[src/rtl/pipe_hazard_ctrl_if.sv]
// rtl/pipe_hazard_ctrl_if.sv - pipeline-to-hazard-unit signal bundle
interface pipe_hazard_ctrl_if #(
    parameter int REG_AW = 5,
    parameter int CNT_W  = 16
);
    logic [REG_AW-1:0] i_id_rs1_addr;
    logic [REG_AW-1:0] i_id_rs2_addr;
    logic              i_id_rs1_use;
    logic              i_id_rs2_use;
    logic [REG_AW-1:0] i_ex_rs1_addr;
    logic [REG_AW-1:0] i_ex_rs2_addr;
    logic [REG_AW-1:0] i_ex_rd_addr;
    logic              i_ex_rd_wren;
    logic              i_ex_mem_rden;
    logic [REG_AW-1:0] i_mem_rd_addr;
    logic              i_mem_rd_wren;
    logic [REG_AW-1:0] i_wb_rd_addr;
    logic              i_wb_rd_wren;
    logic              i_ex_redirect;
    logic              i_ex_busy;
    logic              i_mem_wait;
    logic              o_pc_enable;
    logic              o_if_id_enable;
    logic              o_if_id_flush;
    logic              o_id_ex_flush;
    logic              o_ex_mem_enable;
    logic              o_mem_wb_enable;
    logic [1:0]        o_fw_a;
    logic [1:0]        o_fw_b;
    logic [1:0]        o_state;
    logic [CNT_W-1:0]  o_stall_cnt;
    logic [CNT_W-1:0]  o_flush_cnt;

    modport master (
        output i_id_rs1_addr, i_id_rs2_addr, i_id_rs1_use, i_id_rs2_use,
               i_ex_rs1_addr, i_ex_rs2_addr, i_ex_rd_addr, i_ex_rd_wren, i_ex_mem_rden,
               i_mem_rd_addr, i_mem_rd_wren, i_wb_rd_addr, i_wb_rd_wren,
               i_ex_redirect, i_ex_busy, i_mem_wait,
        input  o_pc_enable, o_if_id_enable, o_if_id_flush, o_id_ex_flush,
               o_ex_mem_enable, o_mem_wb_enable, o_fw_a, o_fw_b, o_state,
               o_stall_cnt, o_flush_cnt
    );

    modport slave (
        input  i_id_rs1_addr, i_id_rs2_addr, i_id_rs1_use, i_id_rs2_use,
               i_ex_rs1_addr, i_ex_rs2_addr, i_ex_rd_addr, i_ex_rd_wren, i_ex_mem_rden,
               i_mem_rd_addr, i_mem_rd_wren, i_wb_rd_addr, i_wb_rd_wren,
               i_ex_redirect, i_ex_busy, i_mem_wait,
        output o_pc_enable, o_if_id_enable, o_if_id_flush, o_id_ex_flush,
               o_ex_mem_enable, o_mem_wb_enable, o_fw_a, o_fw_b, o_state,
               o_stall_cnt, o_flush_cnt
    );
endinterface

[src/rtl/pipe_hazard_ctrl.sv]
// rtl/pipe_hazard_ctrl.sv - 5-stage pipeline hazard, forwarding and stall control
module pipe_hazard_ctrl #(
    parameter int REG_AW    = 5,
    parameter int LOAD_LAT  = 1,
    parameter int FW_EN     = 1,
    parameter int RF_BYPASS = 1,
    parameter int CNT_W     = 16
) (
    input logic              i_clk,
    input logic              i_rst,
    pipe_hazard_ctrl_if.slave hz
);
    typedef enum logic [1:0] {
        ST_RUN      = 2'b00,
        ST_LD_STALL = 2'b01,
        ST_BUSY     = 2'b10,
        ST_FREEZE   = 2'b11
    } state_e;

    state_e           state_q, state_d, mode;
    logic [1:0]       ld_cnt_q, ld_cnt_d;
    logic [CNT_W-1:0] stall_cnt_q, flush_cnt_q;

    logic pc_en, if_id_en, if_id_fl, id_ex_fl, ex_mem_en, mem_wb_en;
    logic id_hit_ex, id_hit_mem, id_hit_wb, ldh, raw;
    logic [1:0] fw_a, fw_b;

    function automatic logic reg_hit(input logic [REG_AW-1:0] a, input logic [REG_AW-1:0] b);
        return (a != '0) && (a == b);
    endfunction

    function automatic logic [1:0] fw_sel(input logic [REG_AW-1:0] rs,
                                          input logic mem_wr, input logic [REG_AW-1:0] mem_rd,
                                          input logic wb_wr, input logic [REG_AW-1:0] wb_rd);
        if (mem_wr && reg_hit(mem_rd, rs)) return 2'b01;
        if (wb_wr && reg_hit(wb_rd, rs))   return 2'b10;
        return 2'b00;
    endfunction

    function automatic logic id_hit(input logic [REG_AW-1:0] rd,
                                    input logic u1, input logic [REG_AW-1:0] rs1,
                                    input logic u2, input logic [REG_AW-1:0] rs2);
        return (u1 && reg_hit(rd, rs1)) || (u2 && reg_hit(rd, rs2));
    endfunction

    assign id_hit_ex  = id_hit(hz.i_ex_rd_addr, hz.i_id_rs1_use, hz.i_id_rs1_addr,
                               hz.i_id_rs2_use, hz.i_id_rs2_addr);
    assign id_hit_mem = id_hit(hz.i_mem_rd_addr, hz.i_id_rs1_use, hz.i_id_rs1_addr,
                               hz.i_id_rs2_use, hz.i_id_rs2_addr);
    assign id_hit_wb  = id_hit(hz.i_wb_rd_addr, hz.i_id_rs1_use, hz.i_id_rs1_addr,
                               hz.i_id_rs2_use, hz.i_id_rs2_addr);

    assign ldh = hz.i_ex_mem_rden && hz.i_ex_rd_wren && id_hit_ex;
    // Without forwarding every in-flight producer blocks ID; WB only when the RF cannot write through.
    assign raw = (FW_EN == 0) &&
                 ((hz.i_ex_rd_wren && id_hit_ex) || (hz.i_mem_rd_wren && id_hit_mem) ||
                  ((RF_BYPASS == 0) && hz.i_wb_rd_wren && id_hit_wb));

    always_comb begin
        fw_a = 2'b00;
        fw_b = 2'b00;
        if (FW_EN != 0) begin
            fw_a = fw_sel(hz.i_ex_rs1_addr, hz.i_mem_rd_wren, hz.i_mem_rd_addr,
                          hz.i_wb_rd_wren, hz.i_wb_rd_addr);
            fw_b = fw_sel(hz.i_ex_rs2_addr, hz.i_mem_rd_wren, hz.i_mem_rd_addr,
                          hz.i_wb_rd_wren, hz.i_wb_rd_addr);
        end
    end

    always_comb begin
        pc_en     = 1'b1;
        if_id_en  = 1'b1;
        if_id_fl  = 1'b0;
        id_ex_fl  = 1'b0;
        ex_mem_en = 1'b1;
        mem_wb_en = 1'b1;
        mode      = ST_RUN;
        state_d   = state_q;
        ld_cnt_d  = ld_cnt_q;
        if (hz.i_ex_redirect) begin
            if_id_fl = 1'b1;
            id_ex_fl = 1'b1;
            state_d  = ST_RUN;
            ld_cnt_d = 2'd0;
        end else if (hz.i_mem_wait) begin
            pc_en     = 1'b0;
            if_id_en  = 1'b0;
            ex_mem_en = 1'b0;
            mem_wb_en = 1'b0;
            mode      = ST_FREEZE;
        end else if (hz.i_ex_busy) begin
            pc_en     = 1'b0;
            if_id_en  = 1'b0;
            ex_mem_en = 1'b0;
            mode      = ST_BUSY;
        end else if (state_q == ST_LD_STALL || ldh || raw) begin
            pc_en    = 1'b0;
            if_id_en = 1'b0;
            id_ex_fl = 1'b1;
            mode     = ST_LD_STALL;
            // The detect cycle is the first bubble, so LD_STALL covers the remaining LOAD_LAT-1.
            if (state_q == ST_LD_STALL) begin
                if (ld_cnt_q <= 2'd1) begin
                    state_d  = ST_RUN;
                    ld_cnt_d = 2'd0;
                end else begin
                    ld_cnt_d = ld_cnt_q - 2'd1;
                end
            end else if (ldh && LOAD_LAT > 1) begin
                state_d  = ST_LD_STALL;
                ld_cnt_d = 2'(LOAD_LAT - 1);
            end
        end
    end

    always_ff @(posedge i_clk) begin
        if (i_rst) begin
            state_q     <= ST_RUN;
            ld_cnt_q    <= 2'd0;
            stall_cnt_q <= '0;
            flush_cnt_q <= '0;
        end else begin
            state_q  <= state_d;
            ld_cnt_q <= ld_cnt_d;
            if (!pc_en && !hz.i_ex_redirect && stall_cnt_q != '1)
                stall_cnt_q <= stall_cnt_q + CNT_W'(1);
            if (hz.i_ex_redirect && flush_cnt_q != '1)
                flush_cnt_q <= flush_cnt_q + CNT_W'(1);
        end
    end

    assign hz.o_pc_enable     = i_rst | pc_en;
    assign hz.o_if_id_enable  = i_rst | if_id_en;
    assign hz.o_if_id_flush   = ~i_rst & if_id_fl;
    assign hz.o_id_ex_flush   = ~i_rst & id_ex_fl;
    assign hz.o_ex_mem_enable = i_rst | ex_mem_en;
    assign hz.o_mem_wb_enable = i_rst | mem_wb_en;
    assign hz.o_fw_a          = i_rst ? 2'b00 : fw_a;
    assign hz.o_fw_b          = i_rst ? 2'b00 : fw_b;
    assign hz.o_state         = mode;
    assign hz.o_stall_cnt     = stall_cnt_q;
    assign hz.o_flush_cnt     = flush_cnt_q;
endmodule

[src/flat_wrapper.sv]
// flat-port wrapper written by rule: the top's interface ports become plain ports
module pipe_hazard_ctrl_flat 
#(
    parameter int REG_AW    = 5,
    parameter int LOAD_LAT  = 1,
    parameter int FW_EN     = 1,
    parameter int RF_BYPASS = 1,
    parameter int CNT_W     = 16
)
  (i_clk, i_rst, hz_i_id_rs1_addr, hz_i_id_rs2_addr, hz_i_id_rs1_use, hz_i_id_rs2_use, hz_i_ex_rs1_addr, hz_i_ex_rs2_addr, hz_i_ex_rd_addr, hz_i_ex_rd_wren, hz_i_ex_mem_rden, hz_i_mem_rd_addr, hz_i_mem_rd_wren, hz_i_wb_rd_addr, hz_i_wb_rd_wren, hz_i_ex_redirect, hz_i_ex_busy, hz_i_mem_wait, hz_o_pc_enable, hz_o_if_id_enable, hz_o_if_id_flush, hz_o_id_ex_flush, hz_o_ex_mem_enable, hz_o_mem_wb_enable, hz_o_fw_a, hz_o_fw_b, hz_o_state, hz_o_stall_cnt, hz_o_flush_cnt);
  pipe_hazard_ctrl_if #(.REG_AW(REG_AW), .CNT_W(CNT_W)) hz_i ();
  input logic i_clk;
  input logic i_rst;
  input wire logic [$bits(hz_i.i_id_rs1_addr)-1:0] hz_i_id_rs1_addr;
  input wire logic [$bits(hz_i.i_id_rs2_addr)-1:0] hz_i_id_rs2_addr;
  input wire logic [$bits(hz_i.i_id_rs1_use)-1:0] hz_i_id_rs1_use;
  input wire logic [$bits(hz_i.i_id_rs2_use)-1:0] hz_i_id_rs2_use;
  input wire logic [$bits(hz_i.i_ex_rs1_addr)-1:0] hz_i_ex_rs1_addr;
  input wire logic [$bits(hz_i.i_ex_rs2_addr)-1:0] hz_i_ex_rs2_addr;
  input wire logic [$bits(hz_i.i_ex_rd_addr)-1:0] hz_i_ex_rd_addr;
  input wire logic [$bits(hz_i.i_ex_rd_wren)-1:0] hz_i_ex_rd_wren;
  input wire logic [$bits(hz_i.i_ex_mem_rden)-1:0] hz_i_ex_mem_rden;
  input wire logic [$bits(hz_i.i_mem_rd_addr)-1:0] hz_i_mem_rd_addr;
  input wire logic [$bits(hz_i.i_mem_rd_wren)-1:0] hz_i_mem_rd_wren;
  input wire logic [$bits(hz_i.i_wb_rd_addr)-1:0] hz_i_wb_rd_addr;
  input wire logic [$bits(hz_i.i_wb_rd_wren)-1:0] hz_i_wb_rd_wren;
  input wire logic [$bits(hz_i.i_ex_redirect)-1:0] hz_i_ex_redirect;
  input wire logic [$bits(hz_i.i_ex_busy)-1:0] hz_i_ex_busy;
  input wire logic [$bits(hz_i.i_mem_wait)-1:0] hz_i_mem_wait;
  output wire logic [$bits(hz_i.o_pc_enable)-1:0] hz_o_pc_enable;
  output wire logic [$bits(hz_i.o_if_id_enable)-1:0] hz_o_if_id_enable;
  output wire logic [$bits(hz_i.o_if_id_flush)-1:0] hz_o_if_id_flush;
  output wire logic [$bits(hz_i.o_id_ex_flush)-1:0] hz_o_id_ex_flush;
  output wire logic [$bits(hz_i.o_ex_mem_enable)-1:0] hz_o_ex_mem_enable;
  output wire logic [$bits(hz_i.o_mem_wb_enable)-1:0] hz_o_mem_wb_enable;
  output wire logic [$bits(hz_i.o_fw_a)-1:0] hz_o_fw_a;
  output wire logic [$bits(hz_i.o_fw_b)-1:0] hz_o_fw_b;
  output wire logic [$bits(hz_i.o_state)-1:0] hz_o_state;
  output wire logic [$bits(hz_i.o_stall_cnt)-1:0] hz_o_stall_cnt;
  output wire logic [$bits(hz_i.o_flush_cnt)-1:0] hz_o_flush_cnt;
  assign hz_i.i_id_rs1_addr = hz_i_id_rs1_addr;
  assign hz_i.i_id_rs2_addr = hz_i_id_rs2_addr;
  assign hz_i.i_id_rs1_use = hz_i_id_rs1_use;
  assign hz_i.i_id_rs2_use = hz_i_id_rs2_use;
  assign hz_i.i_ex_rs1_addr = hz_i_ex_rs1_addr;
  assign hz_i.i_ex_rs2_addr = hz_i_ex_rs2_addr;
  assign hz_i.i_ex_rd_addr = hz_i_ex_rd_addr;
  assign hz_i.i_ex_rd_wren = hz_i_ex_rd_wren;
  assign hz_i.i_ex_mem_rden = hz_i_ex_mem_rden;
  assign hz_i.i_mem_rd_addr = hz_i_mem_rd_addr;
  assign hz_i.i_mem_rd_wren = hz_i_mem_rd_wren;
  assign hz_i.i_wb_rd_addr = hz_i_wb_rd_addr;
  assign hz_i.i_wb_rd_wren = hz_i_wb_rd_wren;
  assign hz_i.i_ex_redirect = hz_i_ex_redirect;
  assign hz_i.i_ex_busy = hz_i_ex_busy;
  assign hz_i.i_mem_wait = hz_i_mem_wait;
  assign hz_o_pc_enable = hz_i.o_pc_enable;
  assign hz_o_if_id_enable = hz_i.o_if_id_enable;
  assign hz_o_if_id_flush = hz_i.o_if_id_flush;
  assign hz_o_id_ex_flush = hz_i.o_id_ex_flush;
  assign hz_o_ex_mem_enable = hz_i.o_ex_mem_enable;
  assign hz_o_mem_wb_enable = hz_i.o_mem_wb_enable;
  assign hz_o_fw_a = hz_i.o_fw_a;
  assign hz_o_fw_b = hz_i.o_fw_b;
  assign hz_o_state = hz_i.o_state;
  assign hz_o_stall_cnt = hz_i.o_stall_cnt;
  assign hz_o_flush_cnt = hz_i.o_flush_cnt;
  pipe_hazard_ctrl #(.REG_AW(REG_AW), .LOAD_LAT(LOAD_LAT), .FW_EN(FW_EN), .RF_BYPASS(RF_BYPASS), .CNT_W(CNT_W)) u_core (.i_clk(i_clk), .i_rst(i_rst), .hz(hz_i));
endmodule
[config.mk]
export PLATFORM = sky130hd
export DESIGN_NAME = pipe_hazard_ctrl_flat
export DESIGN_NICKNAME = d
export VERILOG_FILES = /design/src/rtl/pipe_hazard_ctrl_if.sv /design/src/rtl/pipe_hazard_ctrl.sv /design/src/flat_wrapper.sv
export SDC_FILE = /design/constraint.sdc
export NUM_CORES = 1
export LEC_CHECK = 0
export ABC_AREA = 0
export CAP_MARGIN = 15
export CORE_MARGIN = 10
export CORE_UTILIZATION = 43
export CTS_CLUSTER_DIAMETER = 150
export DETAILED_ROUTE_END_ITERATION = 8
export PLACE_DENSITY = 0.88
export SLEW_MARGIN = 25
export SYNTH_ARGS = -nofsm -noshare
export SYNTH_HDL_FRONTEND = slang
export SYNTH_SLANG_ARGS = --single-unit
[constraint.sdc]
create_clock -name i_clk -period 2.3 [get_ports i_clk]
set_clock_uncertainty 0.05 [all_clocks]
set_input_delay 0.345 -clock i_clk [delete_from_list [all_inputs] [get_ports i_clk]]
set_output_delay 0.345 -clock i_clk [all_outputs]
set_load 0.01 [all_outputs]
==> results.toml <==
[drt]
wl_per_cell_um = 17.55
ant_nets = 0
drc_errors = 0
vias = 2496
drt-vias-per-instance = 5.438
dr.pass1.iters = 4
initialDrtViolationCount = 258
finalWirelength_um = 8057

[sta]
worst_pin_slew_ns = 0.6003
period_needed_ns = 2.260
hold_viol = 0
report.final.slew_viol_count = 0
relSlewSlack_pct = 59.74
fin_crit_sh_pct = 98.26
fmax_ghz = 0.4425
setup_viol = 0

[floorplanning]
initial_core_util_pct = 44.42
die_x_um = 89.86
io_pins = 90
core_area_um2 = 4723
rows = 25
dieHeight_um = 89.86
die_area_um2 = 8074

[finish]
area_growth_pct = 72.87
drive_above_1_share_pct = 22.45
final_core_util_pct = 76.79
fillCellCount = 312
antennaDiodeCount = 0
num-nets-final = 439
seq_area_um2 = 640.6
multi_input_area_um2 = 1539

[setup_path]
start_kind = "input pin"
r2r_slack_ns = 0.13
reg2reg_from = "u_core.hz.o_stall_cnt[0]$_SDFFE_PP0P_"
timing.rr.end = "u_core.hz.o_stall_cnt[15]$_SDFFE_PP0P_"
cp-startpoint = "hz_i_ex_rd_addr[3]"
crit_fanout = 3
endpoint_kind = "output pin"
crit_type = "input pin to output pin"
ff2ff_path_depth = 7
crit_end = "hz_o_id_ex_flush"
critPathArrivalTime_ns = 1.87
worstPathRequired_ns = 1.90

[logic_synthesis]
synth_area_leader_cell = "dfxtp_1"
synth_fp_nets = 307
yosysMostFrequentCell = "nor2_1"
synth_top_area_share_pct = 30.53
synthArstFlopShare_pct = 0
synth_warnings = 0
ys_types = 49
ys_ff_latch = 32
synth_cells = 259
ys.flop_type = "dfxtp_1"
synth_commonest_cells = "nor2_1, dfxtp_1, xnor2_1"
ys_top_cells_by_area = "dfxtp_1, xnor2_1, xor2_1"
avgSynthCellArea_um2 = 8.101
syn_area_um2 = 2098
ys_seq_area_share_pct = 30.53
synth_edf_count = 0

[clock_tree]
clk_pin_slew_ns = 0.07
root_buffer = "clkbuf_8"
cts_buffer_depth = 2
htreeDepth = 2
cts_tree = "done"
clkLatencyLatePin_ns = 0.28
cts.sinks = 32
cts_made_buffers = 5

[global_route]
grt_pass1_vias = 2519
grt_pass1_wl_um = 12310
antenna_found_initial = 0
overflow = 0
grt_usage_pct = 17.79
grt_max_degree = 40

[place]
port_buffers = 89
gp_congestion = 0.8439
hpwl_um = 5647

[pwr]
p_total_mw = 1.443
peakVddDrop_v = 0.0003338
p_leak_nw = 1.465
powerDensity_nw_per_um2 = 397.8

[status]
status = "completed"

[job]
drv_cap = 0

[min_path]
worstHoldPathType = "register to register"
[registers in the layout, indices dropped and copies added, names as in the netlist]
register / cells
u_core.hz.o_flush_cnt: 16
u_core.hz.o_stall_cnt: 16
[worst max-delay path, cell delays in order]
cell and delay, ns:
dlygate4sd2_1 0.28, or4_4 0.49, o211ai_2 0.21, buf_4 0.19, nor2_4 0.03, a21oi_2 0.11, nor2_1 0.06, buf_2 0.15
[routing by layer]
layer  GRT usage, %  vias to the layer above  share of wire, %  wire, µm
li1               -                     1201                 -         -
met1          19.27                     1181                39      3156
met2          31.78                      104                53      4244
met3          5.653                       10               6.4       519
met4          6.101                        0               1.7       137
met5              0                        -                 0         0
[worst min path at each step]
stage / startpoint / cells after the start / end
5_1_grt: u_core.hz.o_flush_cnt[1]$_SDFFE_PP0P_ / 2 / u_core.hz.o_flush_cnt[1]$_SDFFE_PP0P_
3_3_place_gp: u_core.hz.o_flush_cnt[1]$_SDFFE_PP0P_ / 2 / u_core.hz.o_flush_cnt[1]$_SDFFE_PP0P_
4_1_cts: u_core.hz.o_stall_cnt[9]$_SDFFE_PP0P_ / 2 / u_core.hz.o_stall_cnt[9]$_SDFFE_PP0P_
2_1_floorplan: u_core.hz.o_stall_cnt[9]$_SDFFE_PP0P_ / 2 / u_core.hz.o_stall_cnt[9]$_SDFFE_PP0P_
3_5_place_dp: u_core.hz.o_stall_cnt[9]$_SDFFE_PP0P_ / 2 / u_core.hz.o_stall_cnt[9]$_SDFFE_PP0P_
6_report: u_core.hz.o_stall_cnt[9]$_SDFFE_PP0P_ / 2 / u_core.hz.o_stall_cnt[9]$_SDFFE_PP0P_
[cell usage in the layout, fill, tap and decap left out, types with 4 or more instances in the layout]
cell / count
nand4_1: 9
buf_6: 7
or4_1: 5
o31ai_1: 4
buf_2: 6
a21oi_1: 11
nand3_1: 12
clkdlybuf4s50_1: 53
xnor2_2: 5
xnor2_1: 25
dlygate4sd2_1: 12
and3_1: 7
nor4_1: 4
dlymetal6s2s_1: 13
nor3_1: 8
xor2_1: 15
buf_4: 37
nor2_1: 32
inv_1: 6
dfxtp_1: 32
clkbuf_8: 5
nand2_1: 21
or4_4: 4
[metrics by stage]
step                      instance area [µm²]  setup TNS, ns  hold WS (ns)  setup slack (ns)  instances
after detailed placement                 3327         -8.254        0.4387           -0.6490        447
after global routing                     3627       -0.09731        0.4745          -0.04177        459
after global placement                   3327         -6.445        0.4254           -0.5646        447
final                                    3627              0        0.4514           0.03991        459
after CTS                                3493       -0.03241        0.4527          -0.02335        457
after floorplan                          2098              0        0.4580            0.1086        259
[area by class of cell]
| cell class | instances | area share [%] |
|---|---|---|
| inverters | 7 | 0.7244 |
| clock buffers | 6 | 2.001 |
| clock inverters | 2 | 0.9658 |
| multi-input cells | 213 | 42.43 |
| flip-flops and latches | 32 | 17.66 |
| repair buffers | 132 | 33.91 |
| well taps | 67 | 2.311 |
[power by group]
group	switching [mW]	internal (mW)	leakage (nW)
Clock	0.212	0.321	0.0552
Combinational	0.150	0.190	1.15
Sequential	0.00864	0.561	0.258
Total	0.371	1.07	1.46
[logic make-up (layout without fill, tap and decap cells)]
| logic type | after synthesis | after routing | synth area share (%) |
|---|---|---|---|
| compound gates | 38 | 38 | 13.66 |
| xor+xnor | 45 | 45 | 18.78 |
| fa+ha+maj | 2 | 2 | 1.192 |
| buf+inv | 14 | 147 | 3.100 |
| flops | 32 | 32 | 30.53 |
| mux | 5 | 5 | 2.802 |
| simple gates | 123 | 123 | 29.93 |
[what timing repair did]
| item | in CTS | in global routing |
|---|---|---|
| hold buffers | 0 | 0 |
| endpoints found under the setup margin | 17 | 16 |
| buffers inserted | 2 | 3 |
| gates resized for setup | 70 | 34 |
| pin swaps | 12 | 21 |
| cloned | 0 | 0 |
No activity file was read; power rests on OpenSTA's default activity.
